File: config.mk
export PLATFORM = sky130hd
export DESIGN_NAME = ex_mdu_stage
export DESIGN_NICKNAME = d
export VERILOG_FILES = /design/src/rtl/cpu_pkg.sv /design/src/rtl/mdu_iter.sv /design/src/rtl/ex_mdu_stage.sv
export SDC_FILE = /design/constraint.sdc
export NUM_CORES = 2
export LEC_CHECK = 0
export ABC_CLOCK_PERIOD_IN_PS = 6100
export BUFFER_PORTS_ARGS = -buffer_cell sky130_fd_sc_hd__buf_2
export CAP_MARGIN = 15
export CORE_UTILIZATION = 45
export DETAILED_ROUTE_END_ITERATION = 8
export PLACE_DENSITY = 0.61
export SLEW_MARGIN = 20
export SYNTH_ARGS = -nofsm -noshare
export SYNTH_HDL_FRONTEND = slang
export SYNTH_SLANG_ARGS = --single-unit
export TNS_END_PERCENT = 30
File: constraint.sdc
create_clock -name clk -period 6.1 [get_ports clk]
set_clock_uncertainty 0.2 [all_clocks]
set_input_delay 0 -clock clk [delete_from_list [all_inputs] [get_ports clk]]
set_output_delay 0 -clock clk [all_outputs]
set_load 0.1 [all_outputs]
File: src/rtl/cpu_pkg.sv
// Shared CPU definitions: ALU/MDU opcodes, forwarding selects, MDU state enum.
// Also holds a few small helpers used by the EX stage and the MDU engine.
package cpu_pkg;

  localparam logic [4:0] ALU_ADD  = 5'd0;
  localparam logic [4:0] ALU_SUB  = 5'd1;
  localparam logic [4:0] ALU_AND  = 5'd2;
  localparam logic [4:0] ALU_OR   = 5'd3;
  localparam logic [4:0] ALU_XOR  = 5'd4;
  localparam logic [4:0] ALU_NOR  = 5'd5;
  localparam logic [4:0] ALU_SLT  = 5'd6;
  localparam logic [4:0] ALU_SLTU = 5'd7;
  localparam logic [4:0] ALU_SLL  = 5'd8;
  localparam logic [4:0] ALU_SRL  = 5'd9;
  localparam logic [4:0] ALU_SRA  = 5'd10;
  localparam logic [4:0] ALU_LUI  = 5'd11;

  localparam logic [4:0] MDU_MULT  = 5'd16;
  localparam logic [4:0] MDU_MULTU = 5'd17;
  localparam logic [4:0] MDU_DIV   = 5'd18;
  localparam logic [4:0] MDU_DIVU  = 5'd19;
  localparam logic [4:0] MDU_MFHI  = 5'd20;
  localparam logic [4:0] MDU_MFLO  = 5'd21;

  localparam logic [1:0] FWD_IDEX = 2'd0;
  localparam logic [1:0] FWD_MEM  = 2'd1;
  localparam logic [1:0] FWD_WB   = 2'd2;

  typedef enum logic {
    MDU_IDLE = 1'b0,
    MDU_RUN  = 1'b1
  } mdu_state_e;

  // Ops that occupy the iterative engine (MFHI/MFLO only read HI/LO).
  function automatic logic is_mdu_iter_op(input logic [4:0] op);
    return (op == MDU_MULT) || (op == MDU_MULTU) || (op == MDU_DIV) || (op == MDU_DIVU);
  endfunction

  function automatic logic [31:0] mag_of(input logic [31:0] v, input logic is_signed);
    return (is_signed && v[31]) ? (32'd0 - v) : v;
  endfunction

endpackage

File: src/rtl/mdu_iter.sv
// Iterative 32-step shift-add multiplier / restoring divider on operand magnitudes.
// Final result (sign-corrected) is presented combinationally while done is high.
//
//   state    | meaning
//   ---------+----------------------------------------------------------
//   MDU_IDLE | waiting for start; operand latches hold last op
//   MDU_RUN  | one multiply/divide step per cycle, done on 32nd step
module mdu_iter
  import cpu_pkg::*;
#(
  parameter int XLEN = 32
) (
  input  logic            clk,
  input  logic            rst,
  input  logic            start,
  input  logic [4:0]      op,
  input  logic [XLEN-1:0] a,
  input  logic [XLEN-1:0] b,
  output logic            busy,
  output logic            done,
  output logic [XLEN-1:0] res_hi,
  output logic [XLEN-1:0] res_lo
);

  mdu_state_e        state_q, state_d;
  logic [5:0]        cnt_q;
  logic              is_div_q, neg_q_q, neg_r_q, div_zero_q;
  logic [XLEN-1:0]   dividend_q, mag_b_q, acc_hi_q, acc_lo_q;
  logic [XLEN-1:0]   step_hi, step_lo, quo, rem;
  logic [XLEN:0]     mul_sum, div_shift, div_diff;
  logic [2*XLEN-1:0] prod;
  logic              signed_op, accept, last;

  assign signed_op = (op == MDU_MULT) || (op == MDU_DIV);
  assign accept    = start && (state_q == MDU_IDLE);
  assign last      = (cnt_q == 6'd31);

  always_ff @(posedge clk or negedge rst) begin
    if (!rst) state_q <= MDU_IDLE;
    else      state_q <= state_d;
  end

  always_comb begin
    state_d = state_q;
    busy    = 1'b0;
    done    = 1'b0;
    case (state_q)
      MDU_IDLE: if (start) state_d = MDU_RUN;
      MDU_RUN: begin
        busy = 1'b1;
        if (last) begin
          done    = 1'b1;
          state_d = MDU_IDLE;
        end
      end
      default: state_d = MDU_IDLE;
    endcase
  end

  always_ff @(posedge clk or negedge rst) begin
    if (!rst) begin
      cnt_q      <= '0;
      is_div_q   <= 1'b0;
      neg_q_q    <= 1'b0;
      neg_r_q    <= 1'b0;
      div_zero_q <= 1'b0;
      dividend_q <= '0;
      mag_b_q    <= '0;
      acc_hi_q   <= '0;
      acc_lo_q   <= '0;
    end else if (accept) begin
      cnt_q      <= '0;
      is_div_q   <= (op == MDU_DIV) || (op == MDU_DIVU);
      neg_q_q    <= signed_op && (a[XLEN-1] ^ b[XLEN-1]);
      neg_r_q    <= signed_op && a[XLEN-1];
      div_zero_q <= (b == '0);
      dividend_q <= a;
      mag_b_q    <= mag_of(b, signed_op);
      acc_hi_q   <= '0;
      acc_lo_q   <= mag_of(a, signed_op);
    end else if (busy) begin
      cnt_q    <= cnt_q + 6'd1;
      acc_hi_q <= step_hi;
      acc_lo_q <= step_lo;
    end
  end

  // acc_lo holds the multiplier (shifted out LSB-first) or the dividend/quotient.
  always_comb begin
    mul_sum   = {1'b0, acc_hi_q} + (acc_lo_q[0] ? {1'b0, mag_b_q} : '0);
    div_shift = {acc_hi_q, acc_lo_q[XLEN-1]};
    div_diff  = div_shift - {1'b0, mag_b_q};
    if (is_div_q) begin
      if (!div_diff[XLEN]) begin
        step_hi = div_diff[XLEN-1:0];
        step_lo = {acc_lo_q[XLEN-2:0], 1'b1};
      end else begin
        step_hi = div_shift[XLEN-1:0];
        step_lo = {acc_lo_q[XLEN-2:0], 1'b0};
      end
    end else begin
      step_hi = mul_sum[XLEN:1];
      step_lo = {mul_sum[0], acc_lo_q[XLEN-1:1]};
    end
  end

  always_comb begin
    prod   = neg_q_q ? ('0 - {step_hi, step_lo}) : {step_hi, step_lo};
    quo    = neg_q_q ? ('0 - step_lo) : step_lo;
    rem    = neg_r_q ? ('0 - step_hi) : step_hi;
    res_hi = prod[2*XLEN-1:XLEN];
    res_lo = prod[XLEN-1:0];
    if (is_div_q) begin
      if (div_zero_q) begin
        res_hi = dividend_q;
        res_lo = '1;
      end else begin
        res_hi = rem;
        res_lo = quo;
      end
    end
  end

endmodule

File: src/rtl/ex_mdu_stage.sv
// EX pipeline stage: forwarding muxes, ALU, HI/LO, and the EX/MEM register.
// Multiply/divide runs in mdu_iter and stalls the front of the pipe while busy.
module ex_mdu_stage
  import cpu_pkg::*;
#(
  parameter int XLEN = 32
) (
  input  logic            clk,
  input  logic            rst,
  input  logic [XLEN-1:0] rd1_in,
  input  logic [XLEN-1:0] rd2_in,
  input  logic [XLEN-1:0] ext_in,
  input  logic [4:0]      shamt_in,
  input  logic [4:0]      aluctrl_in,
  input  logic            alusrc_in,
  input  logic            valid_in,
  input  logic            regw_in,
  input  logic            memr_in,
  input  logic            memw_in,
  input  logic            mem2r_in,
  input  logic [4:0]      reg_rd_in,
  input  logic [XLEN-1:0] pc_plus4_in,
  input  logic [1:0]      fwd_a_sel,
  input  logic [1:0]      fwd_b_sel,
  input  logic [XLEN-1:0] mem_fwd_data,
  input  logic [XLEN-1:0] wb_fwd_data,
  input  logic            flush,
  output logic            ex_stall,
  output logic [XLEN-1:0] alu_result_out,
  output logic [XLEN-1:0] store_data_out,
  output logic [XLEN-1:0] pc_plus4_out,
  output logic [4:0]      reg_rd_out,
  output logic            regw_out,
  output logic            memr_out,
  output logic            memw_out,
  output logic            mem2r_out,
  output logic            ovf_out
);

  logic [XLEN-1:0] src_a, fwd_b, src_b, alu_res, sum, diff;
  logic [XLEN-1:0] hi_q, lo_q, mdu_hi, mdu_lo;
  logic            ovf, is_mdu, mdu_start, mdu_busy, mdu_done, bubble;

  always_comb begin
    case (fwd_a_sel)
      FWD_MEM: src_a = mem_fwd_data;
      FWD_WB:  src_a = wb_fwd_data;
      default: src_a = rd1_in;
    endcase
    case (fwd_b_sel)
      FWD_MEM: fwd_b = mem_fwd_data;
      FWD_WB:  fwd_b = wb_fwd_data;
      default: fwd_b = rd2_in;
    endcase
    src_b = alusrc_in ? ext_in : fwd_b;
  end

  always_comb begin
    alu_res = '0;
    ovf     = 1'b0;
    sum     = src_a + src_b;
    diff    = src_a - src_b;
    case (aluctrl_in)
      ALU_ADD: begin
        alu_res = sum;
        ovf     = (src_a[XLEN-1] == src_b[XLEN-1]) && (sum[XLEN-1] != src_a[XLEN-1]);
      end
      ALU_SUB: begin
        alu_res = diff;
        ovf     = (src_a[XLEN-1] != src_b[XLEN-1]) && (diff[XLEN-1] != src_a[XLEN-1]);
      end
      ALU_AND:  alu_res = src_a & src_b;
      ALU_OR:   alu_res = src_a | src_b;
      ALU_XOR:  alu_res = src_a ^ src_b;
      ALU_NOR:  alu_res = ~(src_a | src_b);
      ALU_SLT:  alu_res = {{(XLEN-1){1'b0}}, $signed(src_a) < $signed(src_b)};
      ALU_SLTU: alu_res = {{(XLEN-1){1'b0}}, src_a < src_b};
      ALU_SLL:  alu_res = src_b << shamt_in;
      ALU_SRL:  alu_res = src_b >> shamt_in;
      ALU_SRA:  alu_res = $unsigned($signed(src_b) >>> shamt_in);
      ALU_LUI:  alu_res = {src_b[XLEN/2-1:0], {(XLEN/2){1'b0}}};
      MDU_MFHI: alu_res = hi_q;
      MDU_MFLO: alu_res = lo_q;
      default:  alu_res = '0;
    endcase
  end

  assign is_mdu    = is_mdu_iter_op(aluctrl_in);
  assign mdu_start = valid_in && is_mdu && !flush && !mdu_busy;
  assign ex_stall  = mdu_busy;
  assign bubble    = !valid_in || flush || ex_stall;

  mdu_iter #(
    .XLEN(XLEN)
  ) u_mdu_iter (
    .clk    (clk),
    .rst    (rst),
    .start  (mdu_start),
    .op     (aluctrl_in),
    .a      (src_a),
    .b      (src_b),
    .busy   (mdu_busy),
    .done   (mdu_done),
    .res_hi (mdu_hi),
    .res_lo (mdu_lo)
  );

  always_ff @(posedge clk or negedge rst) begin
    if (!rst) begin
      hi_q <= '0;
      lo_q <= '0;
    end else if (mdu_done) begin
      hi_q <= mdu_hi;
      lo_q <= mdu_lo;
    end
  end

  // Data fields load every cycle; only the control bits define a bubble.
  always_ff @(posedge clk or negedge rst) begin
    if (!rst) begin
      alu_result_out <= '0;
      store_data_out <= '0;
      pc_plus4_out   <= '0;
      reg_rd_out     <= '0;
      regw_out       <= 1'b0;
      memr_out       <= 1'b0;
      memw_out       <= 1'b0;
      mem2r_out      <= 1'b0;
      ovf_out        <= 1'b0;
    end else begin
      alu_result_out <= alu_res;
      store_data_out <= fwd_b;
      pc_plus4_out   <= pc_plus4_in;
      reg_rd_out     <= reg_rd_in;
      if (bubble) begin
        regw_out  <= 1'b0;
        memr_out  <= 1'b0;
        memw_out  <= 1'b0;
        mem2r_out <= 1'b0;
        ovf_out   <= 1'b0;
      end else begin
        regw_out  <= regw_in && !ovf && !is_mdu;
        memr_out  <= memr_in;
        memw_out  <= memw_in;
        mem2r_out <= mem2r_in;
        ovf_out   <= ovf;
      end
    end
  end

endmodule

### Word-level counts from Yosys, hierarchy flattened

Cells that the tools add are included.

| operators by class | value |
|---|---|
| reductions and logical operators | 26 |
| order comparisons | 2 |
| bitwise logic cells | 6 |
| equal/unequal tests | 26 |
| muxes and demuxes | 36 |
| shift operators | 3 |
| add/subtract/negate cells | 10 |

Operator list:

| cell | count |
|---|---|
| 32-bit 2-to-1 mux | 17 |
| 32-bit case mux with 14 select lines | 1 |
| 32-bit case mux with 2 select lines | 2 |
| 1-bit by 32-bit subtractor with 32-bit output, first input constant | 4 |
| 32-bit < comparator | 2 |
| 64-bit 2-to-1 mux | 1 |
| 1-bit by 64-bit subtractor with 64-bit output, first input constant | 1 |
| 32-bit by 33-bit adder with 33-bit output | 1 |
| 33-bit by 32-bit subtractor with 33-bit output | 1 |
| 32-bit adder | 1 |
| 32-bit bitwise AND | 1 |
| 32-bit logical NOT | 1 |
| 32-bit inverter | 1 |
| 32-bit OR | 1 |
| 32-bit by 5-bit << shifter with 32-bit output | 1 |
| 32-bit by 5-bit >> shifter with 32-bit output | 1 |
| 32-bit by 5-bit >>> shifter with 32-bit output | 1 |
| 32-bit subtractor | 1 |
| 32-bit bitwise XOR | 1 |
| 5-bit equality test, second input constant | 6 |
| 5-bit by 3-bit equality test with 1-bit output, second input constant | 4 |
| 5-bit by 4-bit equality test with 1-bit output, second input constant | 4 |
| 6-bit 2-to-1 mux | 2 |
| 1-bit logical AND | 11 |
| other kinds (16) | 42 |

| word-level totals | value |
|---|---|
| flip-flop bits (word level) | 309 |
| output and inout bits | 107 |
| word-level logic and storage cells | 130 |

### Longest topological paths before layout

| logic depth | value |
|---|---|
| word-level depth | 11 |
| mapped depth | 25 |

### Modules after synthesis

From an unflattened synthesis, not the netlist that was laid out.

| second synthesis, totals | value |
|---|---|
| cell total of the unflattened synthesis | 4,195 |
| area, all modules | 32,253.4 um2 |

Modules (own cells, without submodules):

| module | instances | area an instance (um2) | seq. area each (um2) | cells each |
|---|---|---|---|---|
| ex_mdu_stage | 1 | 16,642.2 | 4,254.1 | 2,042 |
| mdu_iter | 1 | 15,611.2 | 3,478.3 | 2,153 |

### Worst setup path before layout

OpenSTA, ideal clock, no wires.

| path | value |
|---|---|
| path kind | register -> register |
| start | register u_mdu_iter.acc_lo_q[31] |
| end | register hi_q[22] |
| setup time | 0.090 ns |
| stages on the path, launching flop included | 24 |
| path buffers | 0 |
| path slack | 0.602 ns |
| period minus slack after synthesis | 5.498 ns |
| data arrival time | 5.208 ns |
| data required time | 5.810 ns |
| cells stage by stage | dfrtp_1 > inv_1 > ha_1 > inv_1 > fa_1 > a211oi_1 > o21ai_1 > and3_4 > o2111ai_1 > nand4b_1 > nand4_1 > a21boi_0 > ha_1 > o21ai_0 > nor3b_1 > o21a_1 > nand3_1 > or3_1 > or2_2 > or3_1 > nor4_1 > nor3_1 > o31a_1 > o221ai_1 |

| on the way | value |
|---|---|
| cells in the longest elaborated chain, start to end | 7 |

Ends and longest elaborated chain:

| element | RTL line | source |
|---|---|---|
| start: declaration | mdu_iter.sv:28 | `logic [XLEN-1:0] dividend_q, mag_b_q, acc_hi_q, acc_lo_q;` |
| start signal: assignment | mdu_iter.sv:80 | `acc_lo_q <= mag_of(a, signed_op);` |
| start signal: assignment | mdu_iter.sv:84 | `acc_lo_q <= step_lo;` |
| 33-bit by 32-bit subtractor with 33-bit output | mdu_iter.sv:92 | `div_diff = div_shift - {1'b0, mag_b_q};` |
| 32-bit 2-to-1 mux | mdu_iter.sv:94 | `if (!div_diff[XLEN]) begin` |
| 32-bit 2-to-1 mux | mdu_iter.sv:93 | `if (is_div_q) begin` |
| 1-bit by 32-bit subtractor with 32-bit output | mdu_iter.sv:110 | `rem = neg_r_q ? ('0 - step_hi) : step_hi;` |
| 32-bit 2-to-1 mux | mdu_iter.sv:110 |  |
| 32-bit 2-to-1 mux | mdu_iter.sv:114 | `if (div_zero_q) begin` |
| 32-bit 2-to-1 mux * | mdu_iter.sv:113 | `if (is_div_q) begin` |
| end signal: assignment | ex_mdu_stage.sv:113 | `hi_q <= mdu_hi;` |
| end: declaration | ex_mdu_stage.sv:41 | `logic [XLEN-1:0] hi_q, lo_q, mdu_hi, mdu_lo;` |

Every way passes the cells marked *; elsewhere a longest branch is shown, timed or not.
A chain may end at the register's enable or synchronous reset.

### Worst setup path in the final report

| path | value |
|---|---|
| start | input port fwd_b_sel[0] |
| end | register alu_result_out[0] |

| on the way | value |
|---|---|
| cells in the longest elaborated chain, start to end | 6 |

Ends and longest elaborated chain:

| element | RTL line | source |
|---|---|---|
| start: declaration | ex_mdu_stage.sv:24 | `input logic [1:0] fwd_b_sel,` |
| 2-bit equality test or 2-bit by 1-bit equality test with 1-bit output (tied branches) | ex_mdu_stage.sv:50 | `case (fwd_b_sel)` |
| 32-bit case mux with 2 select lines * | ex_mdu_stage.sv:50 |  |
| net fwd_b[0] | ex_mdu_stage.sv:40 | `logic [XLEN-1:0] src_a, fwd_b, src_b, alu_res, sum, diff;` |
| 32-bit 2-to-1 mux * | ex_mdu_stage.sv:55 | `src_b = alusrc_in ? ext_in : fwd_b;` |
| net src_b[0] | ex_mdu_stage.sv:40 |  |
| branches (longest 2 deep; another with 32-bit subtractor) | -- |  |
| 32-bit case mux with 14 select lines * | ex_mdu_stage.sv:63 | `case (aluctrl_in)` |
| net alu_res[0] | ex_mdu_stage.sv:40 |  |
| end signal: assignment | ex_mdu_stage.sv:131 | `alu_result_out <= alu_res;` |
| end: declaration | ex_mdu_stage.sv:29 | `output logic [XLEN-1:0] alu_result_out,` |

Mark *: on every way through the listed nets, which the timed path passes.

==> reports/metrics.yaml <==
status: "finished, final reports clean"
clk_latency_ns: 0.61
die_area_sq_mm: 0.06791
synth_top_area_share_pct: 25.70
area_delta_synth_final_pct: 23.47
vias: 34070
final_area_sq_mm: 0.03716
cts_root_buf: "clkbuf_16"
layout-drive-gt1-share_pct: 15.34
cts_buffer_depth: 3
setup_tns_ns: 0
gp_congestion: 1.052
r2r_cells: 18
fin_nets: 4791
clk_pin_slew_ns: 0.06
final_hold_viol_count: 0
h-tree-depth: 2
syn_nets: 4271
core_sq_mm: 0.06598
start_util_pct: 45.61
drt_first_pass_iters: 8
synth-seq-cells: 309
power_density_mw_per_mm2: 465.8
drv_slew: 0
synthCells: 3870
peakVddDrop_uv: 352.6
syn_avg_cell_area_sq_um: 7.776
cts_setup_buffers: 0
worstPathMaxFanout: 13
critPathCaptureType: "flip-flop"
globalRouteOverflowTotal: 0
synth_flop_cell: "dfrtp_1"
drv_cap: 0
drtIter0Drc: 4266
drt-total-wl_um: 144100
seq_area_frac_synth_pct: 25.70
synth_top_cell_by_area: "dfrtp_1"
place_hpwl_um: 106500
hold_depth: 4
post_dp_cell_area_sq_mm: 0.03304
async_flop_share_pct: 100.0
r2r_start: "u_mdu_iter.acc_lo_q[31]"
synth_edf_count: 0
antenna_found_initial: 9
rows: 94
rsz0062_at_grt: "no"
crit_required_ns: 6.39
fmax_mhz: 172.1
rrSetupSlack_ns: 0.33
viasPerCell: 6.438
syn-cell-area_sq_mm: 0.03009
synth_top_cells_by_area: "dfrtp_1 (26%), ha_1 (7.4%), a21oi_1 (5.2%)"
ios: 327
start_kind: "primary input"
tritoncts: "done"
routedWlPerCell_um: 27.23
ys_types: 103
crit_type: "primary input to flip-flop"
timing.final.crit_period_ns: 5.812
clkSinkCount: 309
io_buffer_count: 326
tightest_slew_ns: 1.239
route.detailed.drc: 0
drtAntennaViolNets: 0
fillers: 6252
die_y_um: 260.6
cts_buffers: 40
r2r_end: "hi_q[20]"
p_leak_nw: 16.56
post-route-period-util_pct: 95.27
min_path_type: "primary input to flip-flop"
grt_pass1_wl_um: 211900
grt_max_degree: 138
setup_viol: 0
worstHoldEndpoint: "store_data_out[26]"
grt_pass1_vias: 33033
die_w_um: 260.6
cp.arrival_ns: 6.10
yosysWarnings: 0
relSlewSlack_pct: 17.42
groute.usage.overall_pct: 41.76
hold_path_startpoint: "mem_fwd_data[26]"
-- critical path: stages --
cell           delay (ns)
buf_2                0.09
inv_1                0.04
ha_1                 0.34
buf_4                0.22
nor2b_1              0.14
dlygate4sd3_1        0.55
nor2_1               0.06
a21boi_0             0.33
inv_2                0.21
ha_1                 0.24
inv_1                0.07
fa_1                 0.22
nand2b_1             0.07
a21oi_1              0.17
o21ai_0              0.14
a211oi_1             0.37
o21ai_0              0.21
a211oi_2             0.34
o21ai_0              0.22
a2111oi_0            0.43
buf_4                0.20
o22a_1               0.21
a221o_1              0.26
o31a_1               0.24
o221ai_1             0.14
dlygate4sd3_1        0.59
-- state kept, by name, indices dropped and copies added (netlist names), 5 cells and up --
signal                 flops
alu_result_out            32
hi_q                      32
lo_q                      32
pc_plus4_out              32
store_data_out            32
u_mdu_iter.acc_hi_q       32
u_mdu_iter.acc_lo_q       32
u_mdu_iter.dividend_q     32
u_mdu_iter.mag_b_q        32
u_mdu_iter.cnt_q           6
reg_rd_out                 5
-- per-layer routing --
| layer | global-route usage, % | vias to the layer above | part of all wire (%) |
|---|---|---|---|
| li1 | - | 15320 | - |
| met1 | 50.69 | 16227 | 38 |
| met2 | 65.33 | 2038 | 44 |
| met3 | 8.848 | 479 | 9.5 |
| met4 | 30.72 | 6 | 8.7 |
| met5 | 0 | - | 0.027 |
-- timing repair --
action / CTS / global route
hold buffers: 262 / 0
endpoints found under the hold margin: 393 / 0
gates resized for setup: 0 / 7
setup endpoints to repair: 0 / 11
-- where the power goes --
| part | internal [W] | switching (W) |
|---|---|---|
| registers | 0.00263 | 0.000559 |
| clock network | 0.00155 | 0.00107 |
| logic | 0.00409 | 0.00741 |
| total | 0.00827 | 0.00904 |
-- how the worst max path moves through the flow --
stage / startpoint / slack [ns] / depth (start not counted) / end
after floorplan: u_mdu_iter.acc_lo_q[31] / 0.60 / 23 / hi_q[22]
after global placement: u_mdu_iter.acc_lo_q[31] / 0.33 / 23 / hi_q[22]
after detailed placement: u_mdu_iter.acc_lo_q[31] / 0.20 / 23 / hi_q[22]
after CTS: u_mdu_iter.acc_lo_q[31] / 0.15 / 23 / hi_q[22]
after global routing: u_mdu_iter.acc_lo_q[31] / 0.01 / 21 / hi_q[28]
final: fwd_b_sel[0] / 0.29 / 26 / alu_result_out[0]
-- through the flow --
step           setup WS, ns  total power (W)  std cells  hold WS (ns)  util [%]
6_report             0.2884          0.01731       5292       0.02458     56.31
4_1_cts              0.1541          0.01700       5285     0.0009064     56.25
3_3_place_gp         0.3299          0.01409       4950       -0.1149     50.08
3_5_place_dp         0.2011          0.01412       4950       -0.1175     50.08
5_1_grt             0.01153          0.01826       5287       0.04611     56.29
2_1_floorplan        0.6021          0.01081       3870       -0.4956         -
-- placed cells by master (no fill, tap or decap), types with 21 or more instances in the layout --
cell type      instances
nand2_1              415
a221o_1               28
mux2i_1               98
nor2b_1               49
and3_1                27
a22o_1                23
nor3_1                69
nor2_1               351
a21o_1                68
nand3_1               66
mux2_2                51
o211ai_1              39
a21oi_1              312
xnor2_1              140
o21bai_1              23
nand2b_1              32
dlygate4sd3_1        261
buf_4                143
xor2_1                44
a31oi_1               55
o2111ai_1             24
a221oi_1              60
o21a_1                26
dfrtp_1              307
nand4_1               31
a211oi_1              40
and2_1                68
o31ai_1               41
clkbuf_16             40
ha_1                 176
a22oi_1               67
or3_1                 21
o22ai_1               22
o221ai_1              28
buf_2                325
inv_1                170
o21ai_0              294
-- logic make-up (layout without fill, tap and decap cells) --
family	after synthesis	after routing	share of synthesized area (%)
other	0	7	0
AND/OR/NAND/NOR	1247	1247	19.73
AO/OA/AOI/OAI	1358	1358	30.34
XOR/XNOR	184	184	5.355
buffers and inverters	434	985	5.522
multiplexers	157	157	5.729
flip-flops	309	309	25.70
adder cells (fa/ha/maj)	181	181	7.625
-- cell usage after synthesis, types with 32 or more instances --
cell	n
a22oi_1	67
xnor2_1	140
and2_1	68
nand2b_1	32
xor2_1	44
nor3_1	73
nand2_1	416
o31ai_1	41
mux2i_1	98
a21oi_1	313
a221oi_1	60
clkbuf_1	216
nor2b_1	49
inv_1	171
o211ai_1	39
a21o_1	68
mux2_2	51
a211oi_1	42
o21ai_0	294
dfrtp_1	309
nand3_1	67
ha_1	177
a31oi_1	55
nor2_1	355
-- layout make-up --
class	instances	area (sq um)	area share, %
Tap cell	864	1081	2.909
Clock inverter	17	267.8	0.7206
Clock buffer	56	1161	3.125
Timing Repair Buffer	734	5415	14.57
Inverter	178	668.1	1.798
Multi-Input combinational cell	3127	20810	56.00
Sequential cell	309	7737	20.82
Antenna cell	7	17.52	0.04714
Power figures use the tool's default switching activity.
